`config.mk`:
```
export PLATFORM = sky130hd
export DESIGN_NAME = keypad_emulator
export DESIGN_NICKNAME = d
export VERILOG_FILES = /design/src/rtl/keypad_pkg.sv /design/src/rtl/keypad_phase_timer.sv /design/src/rtl/keypad_emulator.sv
export SDC_FILE = /design/constraint.sdc
export NUM_CORES = 1
export LEC_CHECK = 0
export CORE_ASPECT_RATIO = 0.9
export CORE_MARGIN = 2
export CORE_UTILIZATION = 35
export CTS_CLUSTER_SIZE = 20
export DETAILED_ROUTE_END_ITERATION = 8
export SYNTH_ARGS = -nofsm -noshare
export SYNTH_HDL_FRONTEND = slang
export SYNTH_HIERARCHICAL = 1
export SYNTH_SLANG_ARGS = --single-unit
export TNS_END_PERCENT = 10
```
`constraint.sdc`:
```
create_clock -name clk -period 11.3 [get_ports clk]
set_clock_uncertainty 0.05 [all_clocks]
set_input_delay 2.825 -clock clk [delete_from_list [all_inputs] [get_ports clk]]
set_output_delay 2.825 -clock clk [all_outputs]
set_load 0.005 [all_outputs]
```
`src/rtl/keypad_pkg.sv`:
```
// Shared definitions for the matrix-keypad emulator and the keyboard decoder.
// Contents:
//   kp_state_e  - press-sequence FSM state
//   ROW_IDLE    - row bus level with no key closed (active-low rows)
//   KEY_*       - bit positions of the row/column fields inside a key index
package keypad_pkg;

  typedef enum logic [2:0] {
    IDLE       = 3'd0,
    BOUNCE_IN  = 3'd1,
    HOLD       = 3'd2,
    BOUNCE_OUT = 3'd3,
    GAP        = 3'd4
  } kp_state_e;

  localparam logic [3:0] ROW_IDLE = 4'b1111;

  localparam int KEY_ROW_HI = 3;
  localparam int KEY_ROW_LO = 2;
  localparam int KEY_COL_HI = 1;
  localparam int KEY_COL_LO = 0;

endpackage

```
`src/rtl/keypad_phase_timer.sv`:
```
// Phase timer shared by every phase of the press sequence.
// Ports:
//   clk, reset  - clock, synchronous active-high reset
//   load        - restart the phase (counters to 0) at this edge
//   length      - length of the current phase in cycles (>= 1)
//   period      - cycles per bounce slot (>= 1)
//   last        - current cycle is the final cycle of the phase
//   slot_odd    - current bounce slot index is odd
module keypad_phase_timer #(
  parameter int CNT_W = 24
) (
  input  logic             clk,
  input  logic             reset,
  input  logic             load,
  input  logic [CNT_W-1:0] length,
  input  logic [CNT_W-1:0] period,
  output logic             last,
  output logic             slot_odd
);

  logic [CNT_W-1:0] cnt;
  logic [CNT_W-1:0] scnt;

  assign last = (cnt == length - CNT_W'(1));

  // The phase counter parks on its final value until the FSM reloads it, so it
  // never wraps on its own; the slot counter wraps every period and flips the
  // slot parity.
  always_ff @(posedge clk) begin
    if (reset || load) begin
      cnt      <= '0;
      scnt     <= '0;
      slot_odd <= 1'b0;
    end else begin
      if (!last) cnt <= cnt + CNT_W'(1);
      if (scnt == period - CNT_W'(1)) begin
        scnt     <= '0;
        slot_odd <= ~slot_odd;
      end else begin
        scnt <= scnt + CNT_W'(1);
      end
    end
  end

endmodule

```
`src/rtl/keypad_emulator.sv`:
```
// 4x4 matrix-keypad responder. Plays one press/release of a requested key,
// with contact bounce on both edges, by pulling the key's row low whenever its
// column is driven low while the emulated contact is closed.
// Ports:
//   clk, reset - clock, synchronous active-high reset
//   col        - column drive from scanner, active-low
//   row        - row return to scanner, active-low, idle 4'b1111
//   key        - key index {row[1:0], col[1:0]}
//   press_req  - request one press (taken only while ready)
//   ready/busy - idle / sequence in progress
//   done       - one-cycle pulse on the last cycle of the sequence
module keypad_emulator
  import keypad_pkg::*;
#(
  parameter int BOUNCE_PERIOD  = 2,
  parameter int BOUNCE_TOGGLES = 3,
  parameter int HOLD_CYCLES    = 10,
  parameter int GAP_CYCLES     = 4,
  parameter int CNT_W          = 24
) (
  input  logic       clk,
  input  logic       reset,
  input  logic [3:0] col,
  output logic [3:0] row,
  input  logic [3:0] key,
  input  logic       press_req,
  output logic       ready,
  output logic       busy,
  output logic       done
);

  localparam longint BLEN = 64'(BOUNCE_TOGGLES) * 64'(BOUNCE_PERIOD);
  localparam longint CMAX = 64'(1) << CNT_W;
  localparam bit     NO_BOUNCE = (BOUNCE_TOGGLES == 0);

  localparam logic [CNT_W-1:0] BLEN_W = CNT_W'(BLEN);
  localparam logic [CNT_W-1:0] HOLD_W = CNT_W'(HOLD_CYCLES);
  localparam logic [CNT_W-1:0] GAP_W  = CNT_W'(GAP_CYCLES);
  localparam logic [CNT_W-1:0] PER_W  = CNT_W'(BOUNCE_PERIOD);

  generate
    if (BOUNCE_PERIOD < 1 || HOLD_CYCLES < 1 || GAP_CYCLES < 1 || BOUNCE_TOGGLES < 0 ||
        BLEN > CMAX || 64'(HOLD_CYCLES) > CMAX || 64'(GAP_CYCLES) > CMAX ||
        64'(BOUNCE_PERIOD) > CMAX) begin : g_bad_params
      $error("keypad_emulator: phase length out of range for CNT_W");
    end
  endgenerate

  kp_state_e        state;
  logic [3:0]       key_q;
  logic [CNT_W-1:0] len;
  logic             last;
  logic             slot_odd;
  logic             accept;
  logic             load;
  logic             contact;

  assign busy   = (state != IDLE);
  assign ready  = ~busy;
  assign accept = ready & press_req;
  // Restart the timer on acceptance and on every phase boundary.
  assign load   = accept | (busy & last);
  assign done   = (state == GAP) & last;

  // Length of the phase currently running; IDLE uses 1 so the timer rests at 0.
  always_comb begin
    len = CNT_W'(1);
    case (state)
      BOUNCE_IN, BOUNCE_OUT: len = BLEN_W;
      HOLD:                  len = HOLD_W;
      GAP:                   len = GAP_W;
      default:               len = CNT_W'(1);
    endcase
  end

  keypad_phase_timer #(.CNT_W(CNT_W)) u_timer (
    .clk      (clk),
    .reset    (reset),
    .load     (load),
    .length   (len),
    .period   (PER_W),
    .last     (last),
    .slot_odd (slot_odd)
  );

  always_ff @(posedge clk) begin
    if (reset) begin
      state <= IDLE;
      key_q <= '0;
    end else begin
      case (state)
        IDLE: if (accept) begin
          key_q <= key;
          state <= NO_BOUNCE ? HOLD : BOUNCE_IN;
        end
        BOUNCE_IN:  if (last) state <= HOLD;
        HOLD:       if (last) state <= NO_BOUNCE ? GAP : BOUNCE_OUT;
        BOUNCE_OUT: if (last) state <= GAP;
        GAP:        if (last) state <= IDLE;
        default:    state <= IDLE;
      endcase
    end
  end

  // Bounce-in closes on even slots, bounce-out closes on odd slots.
  always_comb begin
    contact = 1'b0;
    case (state)
      BOUNCE_IN:  contact = ~slot_odd;
      HOLD:       contact = 1'b1;
      BOUNCE_OUT: contact = slot_odd;
      default:    contact = 1'b0;
    endcase
  end

  // Combinational from col so a scan step shows up on row in the same cycle.
  always_comb begin
    row = ROW_IDLE;
    if (contact && !col[key_q[KEY_COL_HI:KEY_COL_LO]])
      row[key_q[KEY_ROW_HI:KEY_ROW_LO]] = 1'b0;
  end

endmodule

```
==> results.md <==
* Post-synth top flop: dfxtp_1
* # hold bufs at CTS at 0
* Total power draw at 422 µW
* Pin count of the biggest net entering global routing at 31
* Nets@finish at 732
* Sw Ratio at 24.6%
* Cell count after synthesis at 535
* F_max at 126 MHz
* Die area at 13100 µm²
* Async set-reset flop share out of synthesis at 0%
* Routed len/inst at 10.8 µm
* Worst slew margin at 38.6%
* CP max stage cell: nor4_4
* Startpoint types: flip-flop
* Wire length of the first global-routing pass at 16500 µm
* Vias in the first global route at 3579
* RSZ-0062 raised after global routing: no
* Fin worst setup slack at 3.39 ns
* Mapped Area at 4250 µm²
* Worst slack, placed at 3.81 ns
* Arrival time at the worst endpoint at 5.03 ns
* Setup bufs post-CTS at 0
* DRC Markers at 0
* Multi-input logic area at 3670 µm²
* FF-to-FF Start: state[2]$_SDFFE_PP0P_
* EDFF count, synth at 0
* H-tree levels at 2
* P_int at 318 µW
* Hpwl dp at 7640 µm
* # resized after CTS at 0
* Max-slew violation count at 0
* Register area at 1120 µm²
* # rows at 38
* Clock group share of total power at 37.4%
* Crit-path cells: or3_1 -> nand2_1 -> inv_1 -> ha_1 -> or3b_1 -> or4_1 -> a2111oi_0 -> o2111ai_1 -> nor4_4 -> and2_4 -> and3_1 -> clkdlybuf4s50_1
* DR iter-0 viols at 151
* Delay-heaviest family, CP: simple AND/OR/NAND/NOR gates
* I/O pins at 18
* Finish-stage setup viols at 0
* Placed Area at 5190 µm²
* LEAKAGE at 2.22 nW
* Sequential area share after synthesis at 26.4%
* Final instance area at 5350 µm²
* Share of the synthesized area in the top cell type at 26.4%
* Initial antenna violation count at 0
* Number of routed nets with antenna violations at 0
* Root buffer cell: clkbuf_16
* Core area at 11900 µm²
* Synth warn at 6
* Fin cells at 877
* Pre-antenna DRT Iters at 4
* Worst path bufs/invs at 2
* Total GRT Usage at 15.1%
* Final Hold Fails at 0
* Ant diodes at 0
* Synth cell types at 64
* Routed WL at 9510 µm
* # fillers at 1194
* Hold_sp: u_timer/scnt[0]$_SDFF_PP0_
* Fraction of layout cells with a size suffix above 1 at 3.07%
* Avg Synthesized Cell Area at 7.95 µm²
* CP Launch Point: state[2]$_SDFFE_PP0P_
* Chip height at 109 µm
* Hold WC Path Type: flip-flop to flip-flop
* Dpl cells at 870
* CP endpoint kind: primary output
* Net Sw Power at 104 µW
* Grt ovf at 0
* CP Data Required Time at 8.43 ns
* Peak VDD IR at 0.0674 mV
* Pwr dens at 79.0 nW/µm²
* Number of port buffers at 17
* Status: complete, no violations
* Max Buffers Root-to-Sink at 2
* Sink Count at 56
* Initial Util at 35.6%
* Worst-Margin Slew at 0.913 ns
* Post-synth top area cell: dfxtp_1
* Final Wtd Congestion at 0.822
* CTS Buf Count at 5
* Fin crit share at 70.0%
* Area delta synth->final at 25.7%
* Vias per inst at 4.55
* Logic pwr share at 14.5%
* Vias at 3991
* Maximum capacitance violations at 0
* Setup CP Type: flip-flop to primary output
* Top cells by area, synth: dfxtp_1 (26%), xor2_1 (9.7%), xnor2_1 (9.5%)
* Crit-path max FO at 30
* Crit-path max cell delay at 0.66 ns
* Synth Register Bits at 56
* Setup TNS at 0 ns
* CTS tree: yes
* Die Span X at 120 µm
* Clk slew on worst S/H paths at 0.07 ns
* Power share of the sequential group at 48.0%
* Clock latency on the worst-skew pair at 0.28 ns
* Final Critical Period at 7.91 ns
-- final timing paths --
kind / end / depth (start not counted) / slack [ns]
min reg2reg: u_timer/scnt[0]$_SDFF_PP0_ / 1 / 0.44
max reg2reg: u_timer/scnt[20]$_SDFF_PP0_ / 14 / 6.04
min: u_timer/scnt[0]$_SDFF_PP0_ / 1 / 0.44
max: done / 12 / 3.39
-- synthesized netlist by cell type (5+ instances only) --
library cell / instances
and3_1: 15
nand4b_1: 6
nor4_1: 16
a31oi_1: 5
nand4_1: 15
a2111oi_0: 5
or4_1: 12
inv_1: 7
nand2_1: 31
o31ai_1: 5
dfxtp_1: 56
clkbuf_1: 16
or3_1: 15
a21oi_1: 20
nor3_1: 10
mux2i_1: 14
xnor2_1: 46
xor2_1: 47
nor2_1: 70
nand3_1: 25
o21ai_0: 16
o211ai_1: 6
-- cell usage in the layout, fill, tap and decap left out, drive strengths merged, types with 5 or more instances in the layout --
master and instances:
a21oi 20, mux2i 14, or3 15, nand2 31, o31ai 5, clkdlybuf4s50 17, dfxtp 56, and2 5
nor2 70, inv 7, xor2 47, a2111oi 5, conb 183, and3 15, nand3 25, nor4 17
clkbuf 7, o211ai 6, nand4b 6, a31oi 5, or4 12, xnor2 46, o21ai 17, nand4 15
nor3 10
-- layout make-up --
cell class	count	area share, %
inverter	7	0.491
tap	160	3.74
multi-input combinational	629	68.6
timing repair buffer	18	3.32
clock buffer	7	2.85
sequential	56	21.0
-- registers in the layout (all words and copies together), names as in the netlist --
signal	flops
key_q	4
u_timer/scnt	24
state	3
u_timer/cnt	24
u_timer/slot_odd	1
-- kinds of logic (layout without fill, tap and decap cells) --
kind of cell	after synthesis	count (layout)	synth area share (%)
AND/OR/NAND/NOR	249	249	32.2
XOR/XNOR	94	94	19.7
AO/OA/AOI/OAI	81	81	12.7
flip-flops	56	56	26.4
buffers and inverters	31	32	3.35
multiplexers	18	18	4.35
adder cells (fa/ha/maj)	4	4	1.18
other	2	183	0.177
-- metrics by stage --
| stage | hold WS, ns | util (%) |
|---|---|---|
| 2_1_floorplan | 0.401 | - |
| 3_3_place_gp | 0.417 | 43.5 |
| 3_5_place_dp | 0.430 | 43.5 |
| 4_1_cts | 0.444 | 44.8 |
| 5_1_grt | 0.470 | 44.8 |
| 6_report | 0.443 | 44.8 |
-- routing by layer --
metal | global-route usage, % | vias to the layer above | share of wire (%)
met5 | 0 | - | 0
met4 | 1.99 | 0 | 0.16
met3 | 2.95 | 2 | 5.0
met2 | 24.7 | 65 | 45
met1 | 21.2 | 1799 | 50
li1 | - | 2125 | -
-- worst register-to-register path: stages (launching register included) --
cell	delay (ns)
dfxtp_1	0.59
or3_1	0.24
nand2_1	0.15
inv_1	0.09
ha_1	0.20
or3b_1	0.42
or4_1	0.48
a2111oi_0	0.52
o2111ai_1	0.26
nor4_4	0.66
and2_4	0.43
a21o_2	0.19
nor2_1	0.09
nand2_1	0.61
nor2_1	0.13
-- power by group through the flow --
stage          Combinational (mW)  Clock [mW]  Sequential, mW
2_1_floorplan              0.0477           0           0.206
3_3_place_gp               0.0576           0           0.207
3_5_place_dp               0.0585           0           0.207
4_1_cts                    0.0588       0.163           0.203
5_1_grt                    0.0711       0.170           0.203
6_report                   0.0614       0.158           0.203
(Power assumes the default switching activity.)
